## config.mk

```make
export PLATFORM = sky130hd
export DESIGN_NAME = maxpool_slb_ctrl
export DESIGN_NICKNAME = d
export VERILOG_FILES = /design/src/rtl/maxpool_slb_ctrl.sv
export SDC_FILE = /design/constraint.sdc
export NUM_CORES = 1
export LEC_CHECK = 0
export ABC_AREA = 1
export ABC_CLOCK_PERIOD_IN_PS = 1690
export CORE_UTILIZATION = 56
export CTS_BUF_LIST = sky130_fd_sc_hd__clkbuf_2 sky130_fd_sc_hd__clkbuf_4 sky130_fd_sc_hd__clkbuf_8
export DETAILED_ROUTE_END_ITERATION = 12
export PLACE_DENSITY_LB_ADDON = 0.25
export SETUP_SLACK_MARGIN = 0.5
export SLEW_MARGIN = 40
export SYNTH_ARGS = -nofsm -noshare
export SYNTH_HDL_FRONTEND = slang
export SYNTH_SLANG_ARGS = --single-unit
```

## constraint.sdc

```tcl
create_clock -name clk -period 1.69 [get_ports clk]
set_input_delay 0.169 -clock clk [delete_from_list [all_inputs] [get_ports clk]]
set_output_delay 0.169 -clock clk [all_outputs]
set_load 0.03 [all_outputs]
```

## src/rtl/maxpool_slb_ctrl.sv

```systemverilog
// Control sequencer for the 2x2 stride-2 max-pool stage: counts raster pixels,
// drives the line-buffer shift/row-parity controls and issues one strobe per 2x2 window.
module maxpool_slb_ctrl #(
  parameter int CNT_W = 5
) (
  input  logic             clk,
  input  logic             rst_n,
  input  logic             start,
  input  logic [CNT_W-1:0] cfg_width,
  input  logic [CNT_W-1:0] cfg_height,
  input  logic             in_valid,
  output logic             in_ready,
  output logic             slb_shift,
  output logic             row_odd,
  output logic             win_valid,
  output logic [CNT_W-2:0] win_row,
  output logic [CNT_W-2:0] win_col,
  input  logic             out_ready,
  output logic             busy,
  output logic             frame_done
);

  typedef enum logic [1:0] {IDLE, RUN, FLUSH, DONE} state_t;

  localparam logic [CNT_W-1:0] DIM_MIN = CNT_W'(2);
  localparam logic [CNT_W-1:0] ONE     = CNT_W'(1);

  state_t           state_reg;
  logic [CNT_W-1:0] w_last_reg;
  logic [CNT_W-1:0] h_last_reg;
  logic [CNT_W-1:0] row_reg;
  logic [CNT_W-1:0] col_reg;

  logic cfg_ok;
  logic accept;
  logic col_last;
  logic row_last;
  logic win_done;
  logic win_take;

  assign cfg_ok    = (cfg_width >= DIM_MIN) && (cfg_height >= DIM_MIN);
  // Stall input only while a finished window is waiting on downstream.
  assign in_ready  = (state_reg == RUN) && !(win_valid && !out_ready);
  assign accept    = in_valid && in_ready;
  assign slb_shift = accept;
  assign col_last  = (col_reg == w_last_reg);
  assign row_last  = (row_reg == h_last_reg);
  assign win_done  = accept && row_reg[0] && col_reg[0];
  assign win_take  = win_valid && out_ready;

  always_ff @(posedge clk or negedge rst_n) begin
    if (!rst_n) begin
      state_reg  <= IDLE;
      w_last_reg <= '0;
      h_last_reg <= '0;
      row_reg    <= '0;
      col_reg    <= '0;
      row_odd    <= 1'b0;
      win_valid  <= 1'b0;
      win_row    <= '0;
      win_col    <= '0;
      busy       <= 1'b0;
      frame_done <= 1'b0;
    end else begin
      case (state_reg)
        IDLE: begin
          if (start && cfg_ok) begin
            w_last_reg <= cfg_width - ONE;
            h_last_reg <= cfg_height - ONE;
            row_reg    <= '0;
            col_reg    <= '0;
            row_odd    <= 1'b0;
            busy       <= 1'b1;
            state_reg  <= RUN;
          end
        end
        RUN: begin
          if (win_done) begin
            win_valid <= 1'b1;
            win_row   <= row_reg[CNT_W-1:1];
            win_col   <= col_reg[CNT_W-1:1];
          end else if (win_take) begin
            win_valid <= 1'b0;
          end
          if (accept) begin
            if (col_last) begin
              col_reg <= '0;
              // Row stays on the last row so row_odd holds until the frame closes.
              if (row_last) begin
                state_reg <= FLUSH;
              end else begin
                row_reg <= row_reg + ONE;
                row_odd <= ~row_reg[0];
              end
            end else begin
              col_reg <= col_reg + ONE;
            end
          end
        end
        FLUSH: begin
          if (!win_valid || out_ready) begin
            win_valid  <= 1'b0;
            frame_done <= 1'b1;
            state_reg  <= DONE;
          end
        end
        DONE: begin
          frame_done <= 1'b0;
          busy       <= 1'b0;
          row_reg    <= '0;
          col_reg    <= '0;
          row_odd    <= 1'b0;
          state_reg  <= IDLE;
        end
        default: state_reg <= IDLE;
      endcase
    end
  end

endmodule
```

# == Yosys cells after proc, flatten, opt, wreduce, memory -nomap -nowiden ==
# Cells that the tools add are included.
# classes
addsub,4
n_lt_le_gt_ge,2
eq_ne,12
muxes,27
bitwise,1
reduce_logical,25
# ops
op,n
5-bit two-way mux,6
5-bit one-hot mux with 3 select lines,2
2-bit inequality test (second input constant),6
5-bit by 1-bit adder with 5-bit output (second input constant),2
5-bit equality test,2
5-bit by 2-bit >= comparator with 1-bit output (second input constant),2
2-bit two-way mux,5
5-bit AND reduction,2
5-bit by 1-bit subtractor with 5-bit output (second input constant),2
1-bit two-way mux,9
1-bit logical AND,8
2-bit one-hot mux with 4 select lines,1
2-bit AND reduction,4
1-bit one-hot mux with 2 select lines,3
3-bit AND reduction,2
2-bit nonzero test,3
2-bit equality test (second input constant),2
1-bit zero test,3
3-bit inequality test (second input constant),1
1-bit one-hot mux with 3 select lines,1
3-bit nonzero test,1
2-bit by 1-bit equality test with 1-bit output (second input constant),1
2-bit zero test,1
1-bit logical OR,1
1-bit inverter,1
# word_totals
register_bits,34
output_inout_bits,14
wordCells,82

# == Depth between registers and ports, before layout ==
# depth
ltp_word,9
mapped_depth,10
mapped_depth_nobuf,9

# == Least setup slack after synthesis ==
# Ideal clock, no wire load.
# synth_path
path_type,flip-flop to flip-flop
startpoint,register state_reg[1]
endpoint,register win_col[2]
setup_time_ns,0.125
arrival_time_ns,1.681
setup_slack_ns,-0.116
stages_incl_launch_ff,8
path_buffers,1
period_less_slack_ns,1.806
cell_sequence,dfrtp_1 -> inv_1 -> ha_1 -> buf_6 -> inv_2 -> nor3_4 -> nand2_4 -> mux2_4
# synth_between
elab_chain_cells,6
# synth_rtl
item,line_no,text
"start, declared",28,state_t state_reg;
"start signal, assigned",53,state_reg <= IDLE;
"start signal, assigned",74,state_reg <= RUN;
"start signal, assigned",90,state_reg <= FLUSH;
2-bit by 1-bit equality test with 1-bit output,43,assign in_ready = (state_reg == RUN) && !(win_valid && !out_ready);
1-bit logical AND,43,
1-bit logical AND,44,assign accept = in_valid && in_ready;
named net slb_shift,13,"output logic slb_shift,"
1-bit logical AND (2 in series),48,assign win_done = accept && row_reg[0] && col_reg[0];
2-bit AND reduction (no line),n/a,
"end signal, assigned",81,win_col <= col_reg[CNT_W-1:1];
"end, declared",17,"output logic [CNT_W-2:0] win_col,"
# The timed path passes the listed nets, and every way through them passes these cells.
# A chain may end at the register's enable or synchronous reset.

# == Final worst setup path ==
# layout_path
startpoint,register win_valid
endpoint,output port slb_shift
# layout_between
elab_chain_cells,4
# layout_rtl
item,line_no,text
"start, declared",15,"output logic win_valid,"
"start signal, assigned",59,win_valid <= 1'b0;
"start signal, assigned",79,win_valid <= 1'b1;
"start signal, assigned",83,win_valid <= 1'b0;
1-bit logical AND,43,
1-bit zero test,43,
1-bit logical AND,43,
1-bit logical AND,44,
"end, declared",13,
# No other way between the ends.

==> flow_metrics.tcl <==
set metrics [dict create \
    synth_top_family_by_area "simple AND/OR/NAND/NOR gates" \
    fin_skew_ps 6.34 \
    final_antenna_net_count 0 \
    path_common_cell "buf_6" \
    path_cells "inv_2 > nor2_4 > buf_6 > nor3_4 > buf_6" \
    synth_seq_cells 33 \
    cts_inserted_buffers 5 \
    synth.avg_cell_area_um2 8.32 \
    track_usage_pct 23.9 \
    p_switching_mw 1.93 \
    core-area_mm2 0.00342 \
    max_freq_mhz 605 \
    whs_path_depth 2 \
    ys.warnings.count 0 \
    hold_viol 0 \
    via_per_inst 5.56 \
    syn-cell-area_mm2 0.00204 \
    syn_to_final_growth_pct 42.7 \
    clock_latency_ps 330 \
    setup_viol 0 \
    worstPathMaxFanout 5 \
    reg2reg_depth 9 \
    clkPwrFrac_pct 14.6 \
    htreeDepth 2 \
    maxSlewViolCount 0 \
    grt_pass1_wl_mm 7.29 \
    cts_tree "built" \
    vdd_drop_max_v 0.000980 \
    die_area_mm2 0.00389 \
    fin_crit_ps 1650 \
    yosysSeqAreaShare_pct 40.5 \
    syn_nets 271 \
    synth_top_area_cell "dfrtp_1" \
    report.power.total_mw 4.34 \
    hold_path.class "input port to register" \
    nNetsFinal 341 \
    num_rows 21 \
    die_w_um 62.3 \
    synth_compound_area_share_pct 10.7 \
    synth_mux_area_share_pct 0.737 \
    layout-drive-gt1-share_pct 40.8 \
    cp-start-kind "register" \
    critical_path.max_stage_delay_ps 410 \
    seq_power_share_pct 28.5 \
    synth_xor_area_share_pct 5.16 \
    post-synth-top-area-fraction_pct 40.5 \
    crit_slowest_cell "dfrtp_1" \
    drt_pass1_iterations 5 \
    vias 2011 \
    place.gp.congestion 0.832 \
    die_h_um 62.3 \
    synth_fa_ha_area_share_pct 6.75 \
    arrival_ps 1480 \
    clkSinkCount 33 \
    ys_types 31 \
    switching_share_pct 44.5 \
    clockBufferDepth 2 \
    setup_ws_ps 36.9 \
    cp.required_ps 1520 \
    grt_antenna_before_repair 0 \
    cts_root_buf "clkbuf_4" \
    status "finished, final reports clean" \
    endpoint_kind "output port" \
    path_class "register to output port" \
    first_global_vias 1665 \
    pre_cts_slack_ps -58.5 \
    portBuffers 28 \
    grt_max_degree 34 \
    slew_headroom_pct 72.0 \
    worst_pin_slew_ps 420 \
    gr-total-overflow 0 \
    cell_internal_pwr_mw 2.41 \
    period_share_pct 97.8 \
    p_per_area_mw_per_mm2 1490 \
    first_iter_violations 231 \
    drcViolationCount 0 \
    synth_simple_gate_area_share_pct 27.9 \
    antenna_cells 0 \
    ctsHoldBuffers 0 \
    wire_per_inst_um 15.8 \
    power_frac_comb_pct 56.9 \
    wirelength_mm 5.72 \
    rsz0062_at_grt "true" \
    ios 29 \
    synth_cells 245 \
    maxCapViolations 0 \
    synthTopCellsByArea "dfrtp_1, nand2_1, ha_1" \
    initial_core_util_pct 59.7 \
    place_hpwl_mm 2.89 \
    clkTransAtPathRegs_ps 100 \
    p_leak_nw 1.44 \
]
## layout make-up
cell class	instances	area (um2)
repair buffers	67	588
clock inverters	1	30.0
flip-flops and latches	33	833
well taps	46	57.6
fillers	175	508
multi-input cells	175	1210
clock buffers	7	58.8
inverters	33	131
## repair_timing
item                       in CTS  in global routing
setup endpoints to repair      47                 46
gates resized for setup        56                 72
cloned                          1                  1
buffers inserted                9                 16
pin swaps                       9                 11
## metal layers
metal  track usage (%)  share of wire [%]
met5                 0                  0
met1              30.1                 39
met2              41.1                 50
met4              9.01                4.2
met3              4.23                6.7
## critical path, delay by kind of cell (launching register included)
kind          cells  cell delay [ps]
buf+inv           3              410
flops             1              410
simple gates      2              320
## worst paths after layout
| kind | from | endpoint | slack [ps] |
|---|---|---|---|
| worst max-delay path | win_valid$_DFFE_PN0P_ | slb_shift | 40 |
| worst min-delay path | cfg_height[0] | h_last_reg[0]$_DFFE_PN0P_ | 160 |
| worst max register to register | state_reg[1]$_DFFE_PN0P_ | row_reg[2]$_DFFE_PN0P_ | 70 |
| worst min register to register | win_row[3]$_DFFE_PN0P_ | win_row[3]$_DFFE_PN0P_ | 490 |
| max in group asynchronous | rst_n | col_reg[0]$_DFFE_PN0P_ | 1130 |
| min in group asynchronous | rst_n | win_col[3]$_DFFE_PN0P_ | 230 |
## power groups by stage
stage	Clock (mW)	Combinational [mW]	Sequential (mW)
after floorplan	0	1.24	1.26
after global placement	0	1.68	1.21
after detailed placement	0	1.72	1.22
after CTS	0.634	1.98	1.20
after global routing	0.677	2.67	1.26
final	0.634	2.47	1.24
## placed cells by master (no fill, tap or decap), types with 3 or more instances in the layout
master	instances
a21oi_1	3
buf_2	10
buf_4	28
buf_6	11
clkbuf_4	6
clkdlybuf4s50_1	12
dfrtp_1	27
dfrtp_2	6
ha_1	7
ha_4	3
inv_1	22
inv_2	9
nand2_1	53
nand2_2	8
nand2_4	8
nand3_1	8
nand3_2	4
nand3b_1	3
nand4_1	7
nor2_1	14
nor2_2	4
o21ai_0	11
o21ai_1	4
o21ai_2	10
xnor2_1	4
xor2_1	8
## synthesized netlist by cell type
cell type,instances
nand2_1,67
dfrtp_1,33
inv_1,29
nor2_1,17
o21ai_0,15
ha_1,11
o21ai_2,11
nand3_1,9
xor2_1,8
nand4_1,7
a21oi_1,5
xnor2_1,4
buf_6,3
inv_2,3
nand3_2,3
nand3b_1,3
nand2_4,2
nor2_2,2
a21oi_2,1
buf_2,1
clkbuf_1,1
inv_4,1
mux2_4,1
nand3_4,1
nand4_2,1
nor2_4,1
nor3_1,1
nor3_4,1
nor3b_1,1
o22ai_2,1
or2_2,1
## per-stage QoR
step	cell area, um2	std cells	hold WS (ps)	util [%]	setup TNS [ps]
floorplan	2070	245	-127	-	-32.0
global placement	2450	327	465	71.7	-131
detailed placement	2450	327	468	71.7	-345
CTS	2670	345	163	78.1	0
global route	2910	362	170	85.1	-7.99
finish	2910	362	156	85.1	0
## cell families after synthesis
| group | after synthesis |
|---|---|
| muxes | 1 |
| buffers and inverters | 38 |
| DFF | 33 |
| AOI/OAI and AO/OA | 33 |
| and+or+nand+nor | 117 |
| xor gates and xnor gates | 12 |
| adders and majority gates | 11 |
Note: power is estimated with default switching activity, not from simulation.
